--- src/rtl/hazard_stall_unit_pkg.sv ---
// Shared pipeline definitions for the hazard/forwarding blocks.
// Tnew: cycles from EX entry until a writer's result exists.
// Tuse: cycles from ID until a reader actually needs its source.
package pipe_defs;
  localparam int TNEW_NONE = 0;
  localparam int TNEW_ALU  = 1;
  localparam int TNEW_LOAD = 2;

  localparam int TUSE_ID   = 0;
  localparam int TUSE_EX   = 1;
  localparam int TUSE_MEM  = 2;

  localparam int REG_ZERO  = 0;

  // Writer slots tracked after ID: EX, MEM, WB (youngest first)
  localparam int NSLOT     = 3;
endpackage

--- src/rtl/hazard_stall_unit_if.sv ---
// ID-stage request / stall control / per-stage writer info bundle.
//   slave  : the hazard unit (consumes ID fields, drives stall + slots)
//   master : the pipeline / testbench side
interface hazard_stall_unit_if #(
  parameter int REG_W = 5,
  parameter int T_W   = 2,
  parameter int CNT_W = 32
);
  logic             id_valid;
  logic [REG_W-1:0] rs_ID, rt_ID, rd_ID;
  logic [T_W-1:0]   tuse_rs_ID, tuse_rt_ID, tnew_ID;
  logic             use_rs_ID, use_rt_ID;

  logic             stall, pc_en, ifid_en, idex_clr;
  logic [REG_W-1:0] rd_EX, rd_MEM, rd_WB;
  logic [T_W-1:0]   tnew_EX, tnew_MEM, tnew_WB;
  logic [CNT_W-1:0] stall_count;

  modport slave (
    input  id_valid, rs_ID, rt_ID, rd_ID, tuse_rs_ID, tuse_rt_ID, tnew_ID,
           use_rs_ID, use_rt_ID,
    output stall, pc_en, ifid_en, idex_clr, rd_EX, rd_MEM, rd_WB,
           tnew_EX, tnew_MEM, tnew_WB, stall_count
  );

  modport master (
    output id_valid, rs_ID, rt_ID, rd_ID, tuse_rs_ID, tuse_rt_ID, tnew_ID,
           use_rs_ID, use_rt_ID,
    input  stall, pc_en, ifid_en, idex_clr, rd_EX, rd_MEM, rd_WB,
           tnew_EX, tnew_MEM, tnew_WB, stall_count
  );
endinterface

--- src/rtl/hazard_stall_unit_slot.sv ---
// One in-flight writer slot {rd, tnew}.
//   clk, reset   : clock, synchronous active-high reset
//   i_bubble     : load an empty slot instead of the input writer
//   i_rd, i_tnew : writer entering this slot
//   o_rd, o_tnew : registered slot contents
//   o_tnew_dec   : tnew as the next slot should see it (saturating -1)
module hazard_slot #(
  parameter int REG_W = 5,
  parameter int T_W   = 2
) (
  input  logic             clk,
  input  logic             reset,
  input  logic             i_bubble,
  input  logic [REG_W-1:0] i_rd,
  input  logic [T_W-1:0]   i_tnew,
  output logic [REG_W-1:0] o_rd,
  output logic [T_W-1:0]   o_tnew,
  output logic [T_W-1:0]   o_tnew_dec
);
  logic [REG_W-1:0] r_rd;
  logic [T_W-1:0]   r_tnew;

  always_ff @(posedge clk) begin
    if (reset || i_bubble) begin
      r_rd   <= '0;
      r_tnew <= '0;
    end else begin
      r_rd   <= i_rd;
      r_tnew <= i_tnew;
    end
  end

  assign o_rd       = r_rd;
  assign o_tnew     = r_tnew;
  // Tnew bottoms out at 0 once the result exists; never wraps.
  assign o_tnew_dec = (r_tnew == '0) ? '0 : r_tnew - T_W'(1);
endmodule

--- src/rtl/hazard_stall_unit.sv ---
// Producer-side hazard detection for the 5-stage pipeline.
// Tracks writers in EX/MEM/WB with their remaining Tnew and stalls ID
// when a source would be needed before any forwarding path can supply it.
//   clk, reset : clock, synchronous active-high reset
//   bus        : ID request in; stall controls, per-stage rd/tnew and the
//                saturating stall-cycle counter out
module hazard_stall_unit
  import pipe_defs::*;
#(
  parameter int REG_W = 5,
  parameter int T_W   = 2,
  parameter int CNT_W = 32
) (
  input  logic                clk,
  input  logic                reset,
  hazard_stall_unit_if.slave  bus
);
  logic [NSLOT-1:0][REG_W-1:0] w_rd, w_in_rd;
  logic [NSLOT-1:0][T_W-1:0]   w_tn, w_tn_dec, w_in_tn;
  logic [NSLOT-1:0]            w_bub;
  logic                        w_hz_rs, w_hz_rt, w_stall;
  logic [CNT_W-1:0]            r_stall_count;

  // Slot 0 (EX) takes the ID instruction unless it is held or a bubble;
  // the older slots always shift forward, even during a stall.
  assign w_in_rd[0] = bus.rd_ID;
  assign w_in_tn[0] = bus.tnew_ID;
  assign w_bub[0]   = w_stall | ~bus.id_valid;

  for (genvar i = 0; i < NSLOT; i++) begin : g_slot
    if (i > 0) begin : g_shift
      assign w_in_rd[i] = w_rd[i-1];
      assign w_in_tn[i] = w_tn_dec[i-1];
      assign w_bub[i]   = 1'b0;
    end
    hazard_slot #(.REG_W(REG_W), .T_W(T_W)) u_slot (
      .clk        (clk),
      .reset      (reset),
      .i_bubble   (w_bub[i]),
      .i_rd       (w_in_rd[i]),
      .i_tnew     (w_in_tn[i]),
      .o_rd       (w_rd[i]),
      .o_tnew     (w_tn[i]),
      .o_tnew_dec (w_tn_dec[i])
    );
  end

  // Only the youngest writer of a register matters: an older one is
  // overwritten by it and will never be forwarded for this source.
  function automatic logic src_hazard(
    input logic                        q,
    input logic [REG_W-1:0]            s,
    input logic [T_W-1:0]              tuse,
    input logic [NSLOT-1:0][REG_W-1:0] rd,
    input logic [NSLOT-1:0][T_W-1:0]   tn
  );
    logic hit, found;
    hit   = 1'b0;
    found = 1'b0;
    for (int i = 0; i < NSLOT; i++) begin
      if (!found && rd[i] == s) begin
        found = 1'b1;
        hit   = tn[i] > tuse;
      end
    end
    return q && (s != REG_W'(REG_ZERO)) && hit;
  endfunction

  assign w_hz_rs = src_hazard(bus.id_valid & bus.use_rs_ID, bus.rs_ID,
                              bus.tuse_rs_ID, w_rd, w_tn);
  assign w_hz_rt = src_hazard(bus.id_valid & bus.use_rt_ID, bus.rt_ID,
                              bus.tuse_rt_ID, w_rd, w_tn);
  assign w_stall = ~reset & (w_hz_rs | w_hz_rt);

  always_ff @(posedge clk) begin
    if (reset)
      r_stall_count <= '0;
    else if (w_stall && !(&r_stall_count))
      r_stall_count <= r_stall_count + CNT_W'(1);
  end

  assign bus.stall       = w_stall;
  assign bus.pc_en       = ~w_stall;
  assign bus.ifid_en     = ~w_stall;
  assign bus.idex_clr    = w_stall;
  assign bus.rd_EX       = w_rd[0];
  assign bus.rd_MEM      = w_rd[1];
  assign bus.rd_WB       = w_rd[2];
  assign bus.tnew_EX     = w_tn[0];
  assign bus.tnew_MEM    = w_tn[1];
  assign bus.tnew_WB     = w_tn[2];
  assign bus.stall_count = r_stall_count;
endmodule

--- src/flat_wrapper.sv ---
// flat-port wrapper written by rule: the top's interface ports become plain ports
module hazard_stall_unit_flat import pipe_defs::*;
#(
  parameter int REG_W = 5,
  parameter int T_W   = 2,
  parameter int CNT_W = 32
)
  (clk, reset, bus_id_valid, bus_rs_ID, bus_rt_ID, bus_rd_ID, bus_tuse_rs_ID, bus_tuse_rt_ID, bus_tnew_ID, bus_use_rs_ID, bus_use_rt_ID, bus_stall, bus_pc_en, bus_ifid_en, bus_idex_clr, bus_rd_EX, bus_rd_MEM, bus_rd_WB, bus_tnew_EX, bus_tnew_MEM, bus_tnew_WB, bus_stall_count);
  hazard_stall_unit_if #(.REG_W(REG_W), .T_W(T_W), .CNT_W(CNT_W)) bus_i ();
  input  logic clk;
  input  logic reset;
  input wire logic [$bits(bus_i.id_valid)-1:0] bus_id_valid;
  input wire logic [$bits(bus_i.rs_ID)-1:0] bus_rs_ID;
  input wire logic [$bits(bus_i.rt_ID)-1:0] bus_rt_ID;
  input wire logic [$bits(bus_i.rd_ID)-1:0] bus_rd_ID;
  input wire logic [$bits(bus_i.tuse_rs_ID)-1:0] bus_tuse_rs_ID;
  input wire logic [$bits(bus_i.tuse_rt_ID)-1:0] bus_tuse_rt_ID;
  input wire logic [$bits(bus_i.tnew_ID)-1:0] bus_tnew_ID;
  input wire logic [$bits(bus_i.use_rs_ID)-1:0] bus_use_rs_ID;
  input wire logic [$bits(bus_i.use_rt_ID)-1:0] bus_use_rt_ID;
  output wire logic [$bits(bus_i.stall)-1:0] bus_stall;
  output wire logic [$bits(bus_i.pc_en)-1:0] bus_pc_en;
  output wire logic [$bits(bus_i.ifid_en)-1:0] bus_ifid_en;
  output wire logic [$bits(bus_i.idex_clr)-1:0] bus_idex_clr;
  output wire logic [$bits(bus_i.rd_EX)-1:0] bus_rd_EX;
  output wire logic [$bits(bus_i.rd_MEM)-1:0] bus_rd_MEM;
  output wire logic [$bits(bus_i.rd_WB)-1:0] bus_rd_WB;
  output wire logic [$bits(bus_i.tnew_EX)-1:0] bus_tnew_EX;
  output wire logic [$bits(bus_i.tnew_MEM)-1:0] bus_tnew_MEM;
  output wire logic [$bits(bus_i.tnew_WB)-1:0] bus_tnew_WB;
  output wire logic [$bits(bus_i.stall_count)-1:0] bus_stall_count;
  assign bus_i.id_valid = bus_id_valid;
  assign bus_i.rs_ID = bus_rs_ID;
  assign bus_i.rt_ID = bus_rt_ID;
  assign bus_i.rd_ID = bus_rd_ID;
  assign bus_i.tuse_rs_ID = bus_tuse_rs_ID;
  assign bus_i.tuse_rt_ID = bus_tuse_rt_ID;
  assign bus_i.tnew_ID = bus_tnew_ID;
  assign bus_i.use_rs_ID = bus_use_rs_ID;
  assign bus_i.use_rt_ID = bus_use_rt_ID;
  assign bus_stall = bus_i.stall;
  assign bus_pc_en = bus_i.pc_en;
  assign bus_ifid_en = bus_i.ifid_en;
  assign bus_idex_clr = bus_i.idex_clr;
  assign bus_rd_EX = bus_i.rd_EX;
  assign bus_rd_MEM = bus_i.rd_MEM;
  assign bus_rd_WB = bus_i.rd_WB;
  assign bus_tnew_EX = bus_i.tnew_EX;
  assign bus_tnew_MEM = bus_i.tnew_MEM;
  assign bus_tnew_WB = bus_i.tnew_WB;
  assign bus_stall_count = bus_i.stall_count;
  hazard_stall_unit #(.REG_W(REG_W), .T_W(T_W), .CNT_W(CNT_W)) u_core (.clk(clk), .reset(reset), .bus(bus_i));
endmodule
--- config.mk ---
export PLATFORM = sky130hd
export DESIGN_NAME = hazard_stall_unit_flat
export DESIGN_NICKNAME = d
export VERILOG_FILES = /design/src/rtl/hazard_stall_unit_pkg.sv /design/src/rtl/hazard_stall_unit_if.sv /design/src/rtl/hazard_stall_unit_slot.sv /design/src/rtl/hazard_stall_unit.sv /design/src/flat_wrapper.sv
export SDC_FILE = /design/constraint.sdc
export NUM_CORES = 1
export LEC_CHECK = 0
export BUFFER_PORTS_ARGS = -buffer_cell sky130_fd_sc_hd__buf_4
export CAP_MARGIN = 20
export CORE_AREA = 2 2 88 90
export CTS_CLUSTER_SIZE = 25
export DETAILED_ROUTE_END_ITERATION = 10
export DIE_AREA = 0 0 90 92
export GPL_ROUTABILITY_DRIVEN = 1
export PLACE_DENSITY = 0.65
export SYNTH_ARGS = -nofsm -noshare
export SYNTH_HDL_FRONTEND = slang
export SYNTH_SLANG_ARGS = --single-unit
--- constraint.sdc ---
create_clock -name clk -period 2.85 [get_ports clk]
set_input_delay 0.285 -clock clk [delete_from_list [all_inputs] [get_ports clk]]
set_output_delay 0.285 -clock clk [all_outputs]
set_load 0.005 [all_outputs]
==> impl_metrics.py <==
metrics = {
    "run_status": {
        "status": "finished clean",
    },
    "sta": {
        "tns_ps": 0,
        "fmax_ghz": 0.388,
        "maxSlewViolCount": 0,
        "hold_viol_final": 0,
        "period_minus_slack_ps": 2580,
        "setup_viol": 0,
        "slew_headroom_pct": 63.4,
        "min_period_over_period_pct": 90.5,
        "grt_setup_unrepaired": "false",
        "finalClockSkew_ps": 6.20,
        "worst_pin_slew_ps": 549,
    },
    "placement": {
        "gp_congestion": 0.876,
        "io_buffers": 82,
        "dp.cells": 510,
        "hpwl_mm": 5.60,
    },
    "pwr": {
        "p_int_mw": 1.18,
        "max-vdd-ir-drop_uv": 244,
        "power_density_nw_per_um2": 404,
        "pwr-share-clk_pct": 39.2,
        "seqPwrFrac_pct": 50.1,
        "power_frac_comb_pct": 10.7,
        "p_leak_nw": 1.52,
        "p_sw_share_pct": 22.4,
        "p_switching_mw": 0.341,
    },
    "routing": {
        "vias": 2606,
        "drt_iter0_drc": 133,
        "routed_wl_mm": 7.35,
        "ant_nets": 0,
        "drc": 0,
        "detail_route.wl_per_cell_um": 14.2,
        "viasPerCell": 5.03,
        "drt_first_pass_iters": 4,
    },
    "clocking": {
        "clk_latency_ps": 300,
        "cts.sinks": 53,
        "htree_levels": 2,
        "clk_pin_slew_ps": 100,
        "cts_made_buffers": 5,
        "cts_setup_buffers": 0,
        "cts-root-buf": "clkbuf_8",
        "clk_path_buf_depth": 2,
        "postCtsHoldBufs": 0,
        "cts_tree": "built",
        "postCtsResizedCells": 0,
    },
    "die": {
        "core_um2": 7450,
        "row_count": 32,
        "start_util_pct": 39.3,
        "io_pins": 83,
        "die_w_um": 90,
        "dieArea_um2": 8280,
        "die_h_um": 92,
    },
    "hold_path": {
        "min_from": "bus_tnew_ID[1]",
        "hp-class": "in -> reg",
    },
    "critical_path": {
        "crit_start": "u_core.g_slot[2].u_slot.o_tnew[1]$_SDFF_PP0_",
        "crit_required_ps": 2570,
        "r2r_start": "u_core.g_slot[2].u_slot.o_tnew[0]$_SDFF_PP0_",
        "cp-start-kind": "flip-flop",
        "cp-end-kind": "output pin",
        "crit_type": "reg -> out",
        "worstPathMaxFanout": 7,
        "cp.arrival_ps": 2290,
    },
    "finish": {
        "n_fill_cell": 730,
        "drive_above_1_share_pct": 25.5,
        "syn2layout_area_growth_pct": 29.0,
        "instances_no_fill": 518,
        "antenna-diode-count": 0,
        "final_nets": 456,
    },
    "synth": {
        "synth-edff-count": 0,
        "synth.distinct_cells": 47,
        "yosys_warnings": 0,
        "ys_seq_area_share_pct": 36.3,
        "ys_seq_elements": 53,
        "syn_nets": 374,
        "synthCells": 333,
        "async_flop_share_pct": 0,
        "synth_area_um2": 2930,
        "syn_avg_cell_area_um2": 8.78,
        "ys.flop_type": "dfxtp_1",
    },
    "global_route": {
        "grt_overflow": 0,
        "antenna_found_initial": 0,
        "grt_pass1_wl_mm": 12.0,
        "grt_max_degree": 53,
        "track_usage_pct": 17.6,
        "grt_pass1_vias": 2552,
    },
    "flow_run": {
        "drv_cap": 0,
    },
}
-- layout by cell type, fill, tap and decap left out, drive strengths merged, types with 14 or more instances in the layout --
master  netlist  final
a21oi        14     14
buf           7     88
nand2        17     17
nor3         21     21
xnor2        34     34
ha           15     15
nor2         30     30
dfxtp        53     53
nor2b        19     19
nand3        16     16
xor2         15     15
-- per-stage QoR --
stage	hold WS (ps)	power [mW]	instance area, µm²	util, %	setup slack, ps
after floorplan	407	0.869	2930	-	581
after global placement	432	0.941	3640	48.9	320
after detailed placement	450	0.946	3640	48.9	288
after CTS	167	1.54	3770	50.7	247
after global routing	164	1.59	3770	50.7	30.8
final	176	1.52	3770	50.7	270
-- worst paths after layout --
| path | end | slack [ps] | cells past startpoint |
|---|---|---|---|
| worst min-delay path | u_core.g_slot[0].u_slot.o_tnew[1]$_SDFF_PP0_ | 180 | 2 |
| worst min register to register | u_core.g_slot[2].u_slot.o_tnew[0]$_SDFF_PP0_ | 460 | 1 |
| worst max register to register | u_core.bus.stall_count[29]$_SDFFE_PP0P_ | 330 | 10 |
| worst max-delay path | bus_stall | 270 | 9 |
-- cells by family (layout without fill, tap and decap cells) --
group                      Yosys count  in the layout  share of synthesized area (%)
DFF                                 53             53                           36.3
xor gates and xnor gates            49             49                           14.7
buffers and inverters               26            109                           4.23
AOI/OAI and AO/OA                   34             34                           8.17
and+or+nand+nor                    151            151                           28.4
muxes                                5              5                           1.88
adders and majority gates           15             15                           6.42
-- layout make-up --
cell class | instances | area, µm² | area share (%)
tap | 102 | 128 | 3.38
sequential | 53 | 1060 | 28.1
timing repair buffer | 88 | 661 | 17.5
inverter | 13 | 48.8 | 1.29
clock buffer | 5 | 68.8 | 1.82
clock inverter | 3 | 65.1 | 1.72
multi-input combinational | 254 | 1740 | 46.1
-- critical path: stages (launching register included) --
cell	delay [ps]
dfxtp_1	360
ha_1	310
nor2b_1	130
o211ai_1	160
a211oi_1	60
a311o_1	330
a22o_4	300
nand2b_1	120
inv_1	70
buf_4	130
-- power by group through the flow --
stage	Clock [mW]	Combinational, mW	Sequential, mW
floorplan	0	0.0893	0.779
global placement	0	0.159	0.782
detailed placement	0	0.164	0.782
CTS	0.614	0.164	0.765
global route	0.637	0.182	0.766
finish	0.598	0.162	0.764
-- synth_stat cells (2+ instances only) --
library cell / number / area, µm²
inv_1: 13 / 48.8
nand3b_1: 2 / 15.0
and2_1: 10 / 62.6
nor3_1: 21 / 105
o31ai_1: 3 / 22.5
xnor2_1: 34 / 298
mux2_2: 2 / 22.5
nor2_1: 29 / 109
a311o_1: 2 / 20.0
o211ai_1: 4 / 30.0
or4_1: 4 / 30.0
nand2b_1: 2 / 12.5
a211oi_1: 2 / 15.0
buf_6: 2 / 22.5
buf_4: 2 / 15.0
nand3_1: 16 / 80.1
and4_1: 3 / 26.3
ha_1: 15 / 188
mux2_1: 2 / 22.5
nor4_2: 2 / 25.0
and3_1: 5 / 31.3
nor4_1: 2 / 12.5
clkbuf_1: 5 / 18.8
a21oi_1: 13 / 65.1
xor2_1: 15 / 131
o21ai_0: 4 / 20.0
or3_1: 2 / 12.5
dfxtp_1: 53 / 1060
buf_2: 2 / 10.0
nand2_1: 16 / 60.1
nand4_1: 12 / 75.1
nor2b_1: 19 / 119
-- metal layers --
| layer | GRT usage, % | vias to the layer above | share of wire, % |
|---|---|---|---|
| li1 | - | 1315 | - |
| met1 | 21.6 | 1205 | 46 |
| met2 | 30.6 | 80 | 47 |
| met3 | 4.11 | 6 | 5.8 |
| met4 | 5.51 | 0 | 1.1 |
| met5 | 0 | - | 0 |
-- sequential cells by signal, indices dropped and copies added (netlist names) --
signal and cells:
u_core.bus.stall_count 32, u_core.g_slot.u_slot.o_rd 15, u_core.g_slot.u_slot.o_tnew 6
Power figures use the tool's default switching activity.
